`config.mk`:
```
export PLATFORM = sky130hd
export DESIGN_NAME = xif_copro_result_stage
export DESIGN_NICKNAME = d
export VERILOG_FILES = /design/src/rtl/xif_copro_pkg.sv /design/src/rtl/xif_copro_result_stage_arb.sv /design/src/rtl/xif_copro_result_stage.sv
export SDC_FILE = /design/constraint.sdc
export NUM_CORES = 1
export LEC_CHECK = 0
export CAP_MARGIN = 10
export CORE_MARGIN = 2
export CORE_UTILIZATION = 40
export CTS_CLUSTER_DIAMETER = 120
export DETAILED_ROUTE_END_ITERATION = 16
export HOLD_SLACK_MARGIN = 0.06
export PLACE_DENSITY = 0.87
export SLEW_MARGIN = 10
export SYNTH_ARGS = -nofsm -noshare
export SYNTH_HDL_FRONTEND = slang
export SYNTH_HIERARCHICAL = 1
export SYNTH_SLANG_ARGS = --single-unit
```
`constraint.sdc`:
```
create_clock -name clk_i -period 3.2 [get_ports clk_i]
set_clock_uncertainty 0.15 [all_clocks]
set_input_delay 0.32 -clock clk_i [delete_from_list [all_inputs] [get_ports clk_i]]
set_output_delay 0.32 -clock clk_i [all_outputs]
set_load 0.005 [all_outputs]
```
`src/rtl/xif_copro_pkg.sv`:
```
// Shared types for the XIF coprocessor result stage: XIF result payload, source
// tags/metadata, and the mapping of each source onto the XIF result channel.
package xif_copro_pkg;

    localparam int X_ID_WIDTH  = 4;
    localparam int X_RFW_WIDTH = 32;

    typedef enum logic {SrcExec = 1'b0, SrcMem = 1'b1} result_src_e;

    typedef struct packed {
        logic [X_ID_WIDTH-1:0] id;
        logic [4:0]            addr;
        logic                  rd_is_copro;
    } copro_tag_t;

    typedef struct packed {
        logic [X_ID_WIDTH-1:0] id;
        logic [4:0]            rd;
        logic                  we;
        logic                  exc;
        logic [5:0]            exccode;
        logic                  dbg;
    } mem_metadata_t;

    typedef struct packed {
        logic [X_ID_WIDTH-1:0]  id;
        logic [X_RFW_WIDTH-1:0] data;
        logic [4:0]             rd;
        logic                   we;
        logic [2:0]             ecswe;
        logic [5:0]             ecsdata;
        logic                   exc;
        logic [5:0]             exccode;
        logic                   err;
        logic                   dbg;
    } x_result_t;

    typedef struct packed {
        copro_tag_t             tag;
        logic [X_RFW_WIDTH-1:0] data;
    } copro_result_t;

    // A coprocessor-destined result still reports to the core, but with we=0.
    function automatic x_result_t map_ex(input copro_result_t r);
        x_result_t x;
        x      = '0;
        x.id   = r.tag.id;
        x.data = r.data;
        x.rd   = r.tag.addr;
        x.we   = !r.tag.rd_is_copro;
        return x;
    endfunction

    function automatic x_result_t map_mem(input mem_metadata_t m, input logic [X_RFW_WIDTH-1:0] d);
        x_result_t x;
        x         = '0;
        x.id      = m.id;
        x.rd      = m.rd;
        x.we      = m.we & !m.exc;
        x.data    = m.we ? d : '0;
        x.exc     = m.exc;
        x.exccode = m.exc ? m.exccode : '0;
        x.dbg     = m.dbg;
        return x;
    endfunction

endpackage

```
`src/rtl/xif_copro_result_stage_arb.sv`:
```
// Two-requester arbiter (EX vs MEM) with a last-grant pointer that only moves
// when the granted request actually transfers; optional fixed MEM priority.
module xif_copro_rr_arb2
    import xif_copro_pkg::*;
#(
    parameter bit FIXED_PRIO = 1'b0
) (
    input  logic clk_i,
    input  logic rst_i,
    input  logic req_ex_i,
    input  logic req_mem_i,
    input  logic upd_i,
    output logic gnt_ex_o,
    output logic gnt_mem_o
);

    result_src_e r_last;
    result_src_e w_pick;

    // NOTE: default assigned first so every path through the block drives w_pick (no latch).
    always_comb begin
        w_pick = SrcExec;
        if (req_mem_i && (!req_ex_i || FIXED_PRIO || r_last == SrcExec))
            w_pick = SrcMem;
    end

    assign gnt_ex_o  = req_ex_i  && (w_pick == SrcExec);
    assign gnt_mem_o = req_mem_i && (w_pick == SrcMem);

    // Out of reset the pointer reads "MEM went last", so EX wins the first tie.
    // NOTE: sequential state uses non-blocking assignments only.
    always_ff @(posedge clk_i or posedge rst_i) begin
        if (rst_i)
            r_last <= SrcMem;
        else if (upd_i)
            r_last <= w_pick;
    end

endmodule

```
`src/rtl/xif_copro_result_stage.sv`:
```
// Final XIF coprocessor stage: merges execution results and memory completions
// into one registered XIF result channel and writes the coprocessor RF.
module xif_copro_result_stage
    import xif_copro_pkg::*;
#(
    parameter int ID_WIDTH   = 4,
    parameter int DATA_WIDTH = 32,
    parameter int FIXED_PRIO = 0
) (
    input  logic                  clk_i,
    input  logic                  rst_i,
    input  logic                  ex_valid_i,
    output logic                  ex_ready_o,
    input  copro_tag_t            ex_tag_i,
    input  logic [DATA_WIDTH-1:0] ex_data_i,
    input  logic                  mem_valid_i,
    output logic                  mem_ready_o,
    input  mem_metadata_t         mem_meta_i,
    input  logic [DATA_WIDTH-1:0] mem_data_i,
    output logic                  result_valid_o,
    input  logic                  result_ready_i,
    output x_result_t             result_o,
    output logic                  creg_we_o,
    output logic [4:0]            creg_waddr_o,
    output logic [DATA_WIDTH-1:0] creg_wdata_o
);

    logic                  r_valid;
    x_result_t             r_result;
    logic                  r_creg_we;
    logic [4:0]            r_creg_waddr;
    logic [DATA_WIDTH-1:0] r_creg_wdata;

    logic                  w_slot_free;
    logic                  w_gnt_ex;
    logic                  w_gnt_mem;
    logic                  w_ex_fire;
    logic                  w_mem_fire;
    logic                  w_fire;
    logic                  w_creg_fire;
    logic [ID_WIDTH-1:0]   w_ex_id;
    copro_result_t         w_ex_in;
    x_result_t             w_next;

    assign w_slot_free = !r_valid || result_ready_i;

    xif_copro_rr_arb2 #(
        .FIXED_PRIO (FIXED_PRIO != 0)
    ) u_arb (
        .clk_i     (clk_i),
        .rst_i     (rst_i),
        .req_ex_i  (ex_valid_i),
        .req_mem_i (mem_valid_i),
        .upd_i     (w_fire),
        .gnt_ex_o  (w_gnt_ex),
        .gnt_mem_o (w_gnt_mem)
    );

    assign ex_ready_o  = w_gnt_ex  && w_slot_free;
    assign mem_ready_o = w_gnt_mem && w_slot_free;
    assign w_ex_fire   = ex_valid_i  && ex_ready_o;
    assign w_mem_fire  = mem_valid_i && mem_ready_o;
    assign w_fire      = w_ex_fire || w_mem_fire;
    assign w_creg_fire = w_ex_fire && ex_tag_i.rd_is_copro;

    assign w_ex_id      = ex_tag_i.id;
    assign w_ex_in.tag  = '{id: w_ex_id, addr: ex_tag_i.addr, rd_is_copro: ex_tag_i.rd_is_copro};
    assign w_ex_in.data = ex_data_i;
    assign w_next       = w_mem_fire ? map_mem(mem_meta_i, mem_data_i) : map_ex(w_ex_in);

    // The RF write bypasses the result register so back-pressure never delays it.
    always_ff @(posedge clk_i or posedge rst_i) begin
        if (rst_i) begin
            r_valid      <= 1'b0;
            r_result     <= '0;
            r_creg_we    <= 1'b0;
            r_creg_waddr <= '0;
            r_creg_wdata <= '0;
        end else begin
            if (w_fire) begin
                r_valid  <= 1'b1;
                r_result <= w_next;
            end else if (result_ready_i) begin
                r_valid  <= 1'b0;
            end
            r_creg_we <= w_creg_fire;
            if (w_creg_fire) begin
                r_creg_waddr <= ex_tag_i.addr;
                r_creg_wdata <= ex_data_i;
            end
        end
    end

    assign result_valid_o = r_valid;
    assign result_o       = r_result;
    assign creg_we_o      = r_creg_we;
    assign creg_waddr_o   = r_creg_waddr;
    assign creg_wdata_o   = r_creg_wdata;

endmodule

```
# After elaboration in Yosys (flattened, before gate mapping)
# Index checks and enable logic that the tools add are counted.
[classes]
addsub = 0
multipliers = 0
div_mod_pow = 0
magnitude_cmp = 0
eq_ne = 0
shift = 0
muxes = 6
bitwise_logic = 3
n_reduce_logical = 16
[op_table]
columns = ["op", "n"]
rows = [
  ["$mux 60", 1],
  ["$mux 32", 1],
  ["$logic_and 1x1->1", 8],
  ["$mux 6", 1],
  ["$logic_not 1->1", 4],
  ["$logic_or 1x1->1", 3],
  ["$mux 1", 3],
  ["$not 1->1", 2],
  ["$reduce_bool 2->1", 1],
  ["$and 1x1->1", 1],
]
[totals]
reg_bits = 100
latchBits = 0
ram_bits = 0
mem_bits_ro = 0
output_inout_bits = 101
word_cells = 40
memories = 0

# Depth between registers and ports, before layout
[depth]
ltp_word = 10
mapped_depth = 8

# Hierarchy
# Netlist, hierarchy kept.
[modules_own_cells]
columns = ["mod", "n_inst", "cells_per_inst", "area_per_inst_um2", "seq_area_each_um2"]
rows = [
  ["xif_copro_result_stage", 1, 336, 3856.2, 2227.1],
  ["xif_copro_rr_arb2", 1, 6, 67.6, 26.3],
]

# Worst setup path after synthesis
# OpenSTA, ideal clock, no wires.
[synth_timing]
path_kind = "register to register"
start = "register u_arb.r_last"
end = "register r_result (netlist bit result_o[31])"
setup_ns = 0.127
arrival_time_ns = 1.647
required_ns = 2.923
path_slack_ns = 1.276
path_stages_with_launch = 9
n_path_buf = 2
synth_period_minus_slack_ns = 1.924
path_cell_list = "dfstp_2 inv_1 a21boi_0 nand2_1 a21o_1 buf_6 buf_6 a222oi_1 inv_1"
[synth_between]
elab_chain_cells = 9
word_cells_on_any_way = 13
cone_classes = "mux: 2; bitwise: 2; reduce/logical: 9"
[synth_lines]
columns = ["element", "line", "source"]
rows = [
  ["start: declaration", "xif_copro_result_stage_arb.sv:17", "result_src_e r_last;"],
  ["start signal: assignment", "xif_copro_result_stage_arb.sv:34", "r_last <= SrcMem;"],
  ["start signal: assignment", "xif_copro_result_stage_arb.sv:36", "r_last <= w_pick;"],
  ["$not 1->1", "xif_copro_result_stage_arb.sv:23", "if (req_mem_i && (!req_ex_i || FIXED_PRIO || r_last == SrcExec))"],
  ["$logic_or 1x1->1", "xif_copro_result_stage_arb.sv:23", ""],
  ["$logic_and 1x1->1", "xif_copro_result_stage_arb.sv:23", ""],
  ["$mux 1", "xif_copro_result_stage_arb.sv:23", ""],
  ["$not 1->1", "xif_copro_result_stage_arb.sv:27", "assign gnt_ex_o = req_ex_i && (w_pick == SrcExec);"],
  ["$logic_and 1x1->1", "xif_copro_result_stage_arb.sv:27", ""],
  ["via w_gnt_ex", "xif_copro_result_stage.sv:35", "logic w_gnt_ex;"],
  ["$logic_and 1x1->1", "xif_copro_result_stage.sv:59", "assign ex_ready_o = w_gnt_ex && w_slot_free;"],
  ["$logic_and 1x1->1", "xif_copro_result_stage.sv:61", "assign w_ex_fire = ex_valid_i && ex_ready_o;"],
  ["$logic_or 1x1->1", "xif_copro_result_stage.sv:63", "assign w_fire = w_ex_fire || w_mem_fire;"],
  ["end signal: assignment", "xif_copro_result_stage.sv:82", "r_result <= w_next;"],
  ["end: declaration", "xif_copro_result_stage.sv:29", "x_result_t r_result;"],
]
# The timed path passes the listed nets, and every way through them passes these cells.
# A chain may end at the register's enable or synchronous reset.

# Worst setup path after layout
[layout_timing]
start = "input ex_valid_i"
end = "register u_arb.r_last"
[layout_between]
elab_chain_cells = 9
word_cells_on_any_way = 12
cone_classes = "mux: 1; bitwise: 1; reduce/logical: 10"
[layout_lines]
columns = ["element", "line", "source"]
rows = [
  ["start: declaration", "xif_copro_result_stage.sv:12", "input logic ex_valid_i,"],
  ["$logic_not 1->1", "xif_copro_result_stage_arb.sv:23", ""],
  ["$logic_or 1x1->1", "xif_copro_result_stage_arb.sv:23", ""],
  ["$logic_and 1x1->1", "xif_copro_result_stage_arb.sv:23", ""],
  ["$mux 1", "xif_copro_result_stage_arb.sv:23", ""],
  ["$not 1->1", "xif_copro_result_stage_arb.sv:27", ""],
  ["$logic_and 1x1->1 *", "xif_copro_result_stage_arb.sv:27", ""],
  ["via w_gnt_ex", "xif_copro_result_stage.sv:35", ""],
  ["$logic_and 1x1->1 *", "xif_copro_result_stage.sv:59", ""],
  ["$logic_and 1x1->1 *", "xif_copro_result_stage.sv:61", ""],
  ["$logic_or 1x1->1 *", "xif_copro_result_stage.sv:63", ""],
  ["via w_fire", "xif_copro_result_stage.sv:39", "logic w_fire;"],
]
# The timed path passes the listed nets; every way through them passes the cells marked *.

==> flow_summary.yaml <==
detailed_routing:
  drt_iter0_markers: 116
  wl_per_cell_um: 17.3
  wl_met3_um: 902
  dr.pass1.iters: 5
  wirelength_um: 11400
  vias: 3331
  wl_met1_um: 4440
  highest_layer: "met4"
  antenna_violating_nets_post_route: 0
  drc_errors: 0
  viasPerCell: 5.03
  wl_met2_um: 5980
setup_path:
  cp_max_fo: 36
  crit_end: "u_arb/r_last"
  r2r-start: "u_arb/r_last"
  r2r_slack_ns: 0.40
  arrival_ns: 3.07
  reg2regPathDepth: 6
  r2r-end: "u_arb/r_last"
  critPathKind: "in2reg"
  required_ns: 3.34
  startpoint_type: "primary input"
  critical_path.startpoint: "ex_valid_i"
  crit_path_end_kind: "flip-flop"
clock_network:
  cts_root_buf: "clkbuf_8"
  postCtsSetupRepairBufs: 0
  ctsHoldBuffers: 0
  cts.sinks: 90
  clock_latency_ns: 0.35
  h-tree-depth: 3
  cts_made_buffers: 9
  path_clk_slew_ns: 0.09
  cts.path.max_buffers: 2
  post_cts_resize_count: 0
  cts_tree: "yes"
timing:
  clock.fmax_mhz: 341
  drv_slew: 0
  hold_violations: 0
  finalCriticalPeriod_ns: 2.93
  setup_violations: 0
  worst_slew_margin_rel_pct: 24.1
  worst_pin_slew_ns: 1.14
  final.period_utilization_pct: 91.6
  rsz0062_at_grt: "false"
global_routing:
  grt_overflow: 0
  track_usage_pct: 21.3
  grt_max_degree: 48
  antenna_found_initial: 0
  grt_pass1_vias: 3541
  grt_pass1_wl_um: 17400
floorplan:
  initial_utilization_pct: 40.7
  dieWidth_um: 103
  dieArea_mm2: 0.0106
  core_mm2: 0.00964
  boundaryPins: 198
  num_rows: 36
  dieHeight_um: 103
synth:
  yosys_warnings: 6
  syn_inst: 342
  yosys.area.top_type_share_pct: 56.8
  synth.area.top_cells: "dfrtp_1, mux2_2, nand2_1"
  ys_seq_area_share_pct: 57.4
  ys_types: 34
  synth.avg_cell_area_um2: 11.5
  syn_area_mm2: 0.00392
  synth_seq_cells: 90
  synth_top_area_cell: "dfrtp_1"
placement:
  placed_cell_area_mm2: 0.00585
  gp_congestion: 0.807
  dp.final_hpwl_um: 8240
  io_buffers: 187
layout:
  regArea_mm2: 0.00225
  syn_to_final_growth_pct: 54.5
  drive_above_1_share_pct: 13.0
  antenna_cells: 0
  fillers: 784
  fin_nets: 621
  multi_input_area_mm2: 0.00142
  fin_area_mm2: 0.00606
power_and_ir_drop:
  total_power_mw: 4.30
  p_comb_share_pct: 39.2
  p_clk_share_pct: 18.9
  p_leak_nw: 2.58
  seqPwrFrac_pct: 41.8
  ir_worst_vdd_mv: 0.393
  power_density_mw_per_mm2: 708
  swShare_pct: 28.6
  internal_power_mw: 3.07
  p_sw_mw: 1.23
worst_hold_path:
  min_path_type: "in2async"
run_status:
  status: "complete, no violations"
job:
  cap_violations: 0
[how the worst min path moves through the flow]
stage                 startpoint      endpoint  depth (start not counted)
finish                     rst_i  u_arb/r_last                          2
floorplan                  rst_i  u_arb/r_last                          1
global placement    result_o[27]  result_o[27]                          2
detailed placement  result_o[37]  result_o[37]                          2
CTS                        rst_i  u_arb/r_last                          2
global route               rst_i  u_arb/r_last                          2
[cell usage after synthesis (all sizes together)]
library cell	number
a31oi	4
conb	1
and2	2
a21oi	16
nor2	6
mux2	38
a32o	6
and2b	1
nand3	8
a21boi	2
nor3b	2
o21ai	27
nand2b	2
clkbuf	9
nand2	46
o311a	1
a21o	1
dfrtp	89
dfstp	1
mux2i	11
buf	25
inv	15
a222oi	11
a22o	2
clkinv	1
nor3	15
[cells in the final DEF, fill, tap and decap left out, types with 2 or more instances in the layout]
cell             netlist  routed
clkdlybuf4s50_1        0     187
dfrtp_1               89      89
nand2_1               45      45
mux2_2                37      37
o21ai_0               27      27
a21oi_1               16      16
nor3_1                15      15
inv_1                 15      14
mux2i_1               11      11
a222oi_1              11      11
clkbuf_8               0      11
conb_1                 1      10
buf_4                 13       8
nand3_1                7       7
a32o_1                 6       6
nor2_1                 5       5
a31oi_1                4       4
nand2b_1               2       2
and2_1                 2       2
nor3b_1                2       2
a22o_1                 2       2
clkinv_4               0       2
clkinvlp_4             0       2
[layout make-up]
cell class	instances	share of cell area, %
tap	133	2.74
clock buffer	11	2.50
timing repair buffer	196	32.2
inverter	16	1.01
multi-input combinational	211	23.4
clock inverter	5	1.03
sequential	90	37.2
[registers in the layout (all words and copies together), names as in the netlist]
register	flops
creg_wdata_o	32
creg_we_o	1
result_valid_o	1
result_o	50
u_arb/r_last	1
creg_waddr_o	5
[worst max-delay path, stage by stage]
cell and delay, ns:
clkdlybuf4s50_1 0.50, a21boi_0 0.19, nand2_1 0.18, a21o_1 0.91, clkinv_1 0.54, mux2_4 0.42
[logic make-up after synthesis]
kind of cell | synth area share [%]
flops | 57.4
mux | 13.8
other cells | 0.0956
simple gates | 9.50
buf+inv | 7.33
compound gates | 11.8
[per-stage QoR]
step	cells	utilization, %	setup TNS [ns]	setup slack [ns]	hold WS [ns]
after floorplan	351	-	0	0.423	0.0597
after global placement	646	60.7	0	0.169	0.315
after detailed placement	646	60.7	-0.0212	-0.0212	0.319
after CTS	662	62.9	0	0.357	0.165
after global routing	662	62.9	0	0.120	0.194
final	662	62.9	0	0.269	0.181
[per-layer routing]
layer	global-route usage, %	up-vias
met5	0	-
met3	4.95	13
met2	38.3	144
li1	-	1549
met1	24.8	1625
met4	8.00	0
[power groups by stage]
stage          Combinational, mW  Sequential [mW]  Clock [mW]
6_report                    1.68             1.80       0.813
3_5_place_dp                1.70             1.82           0
2_1_floorplan              0.560             1.82           0
4_1_cts                     1.71             1.80       0.837
5_1_grt                     1.83             1.85       0.885
3_3_place_gp                1.64             1.78           0
Power figures use the tool's default switching activity.
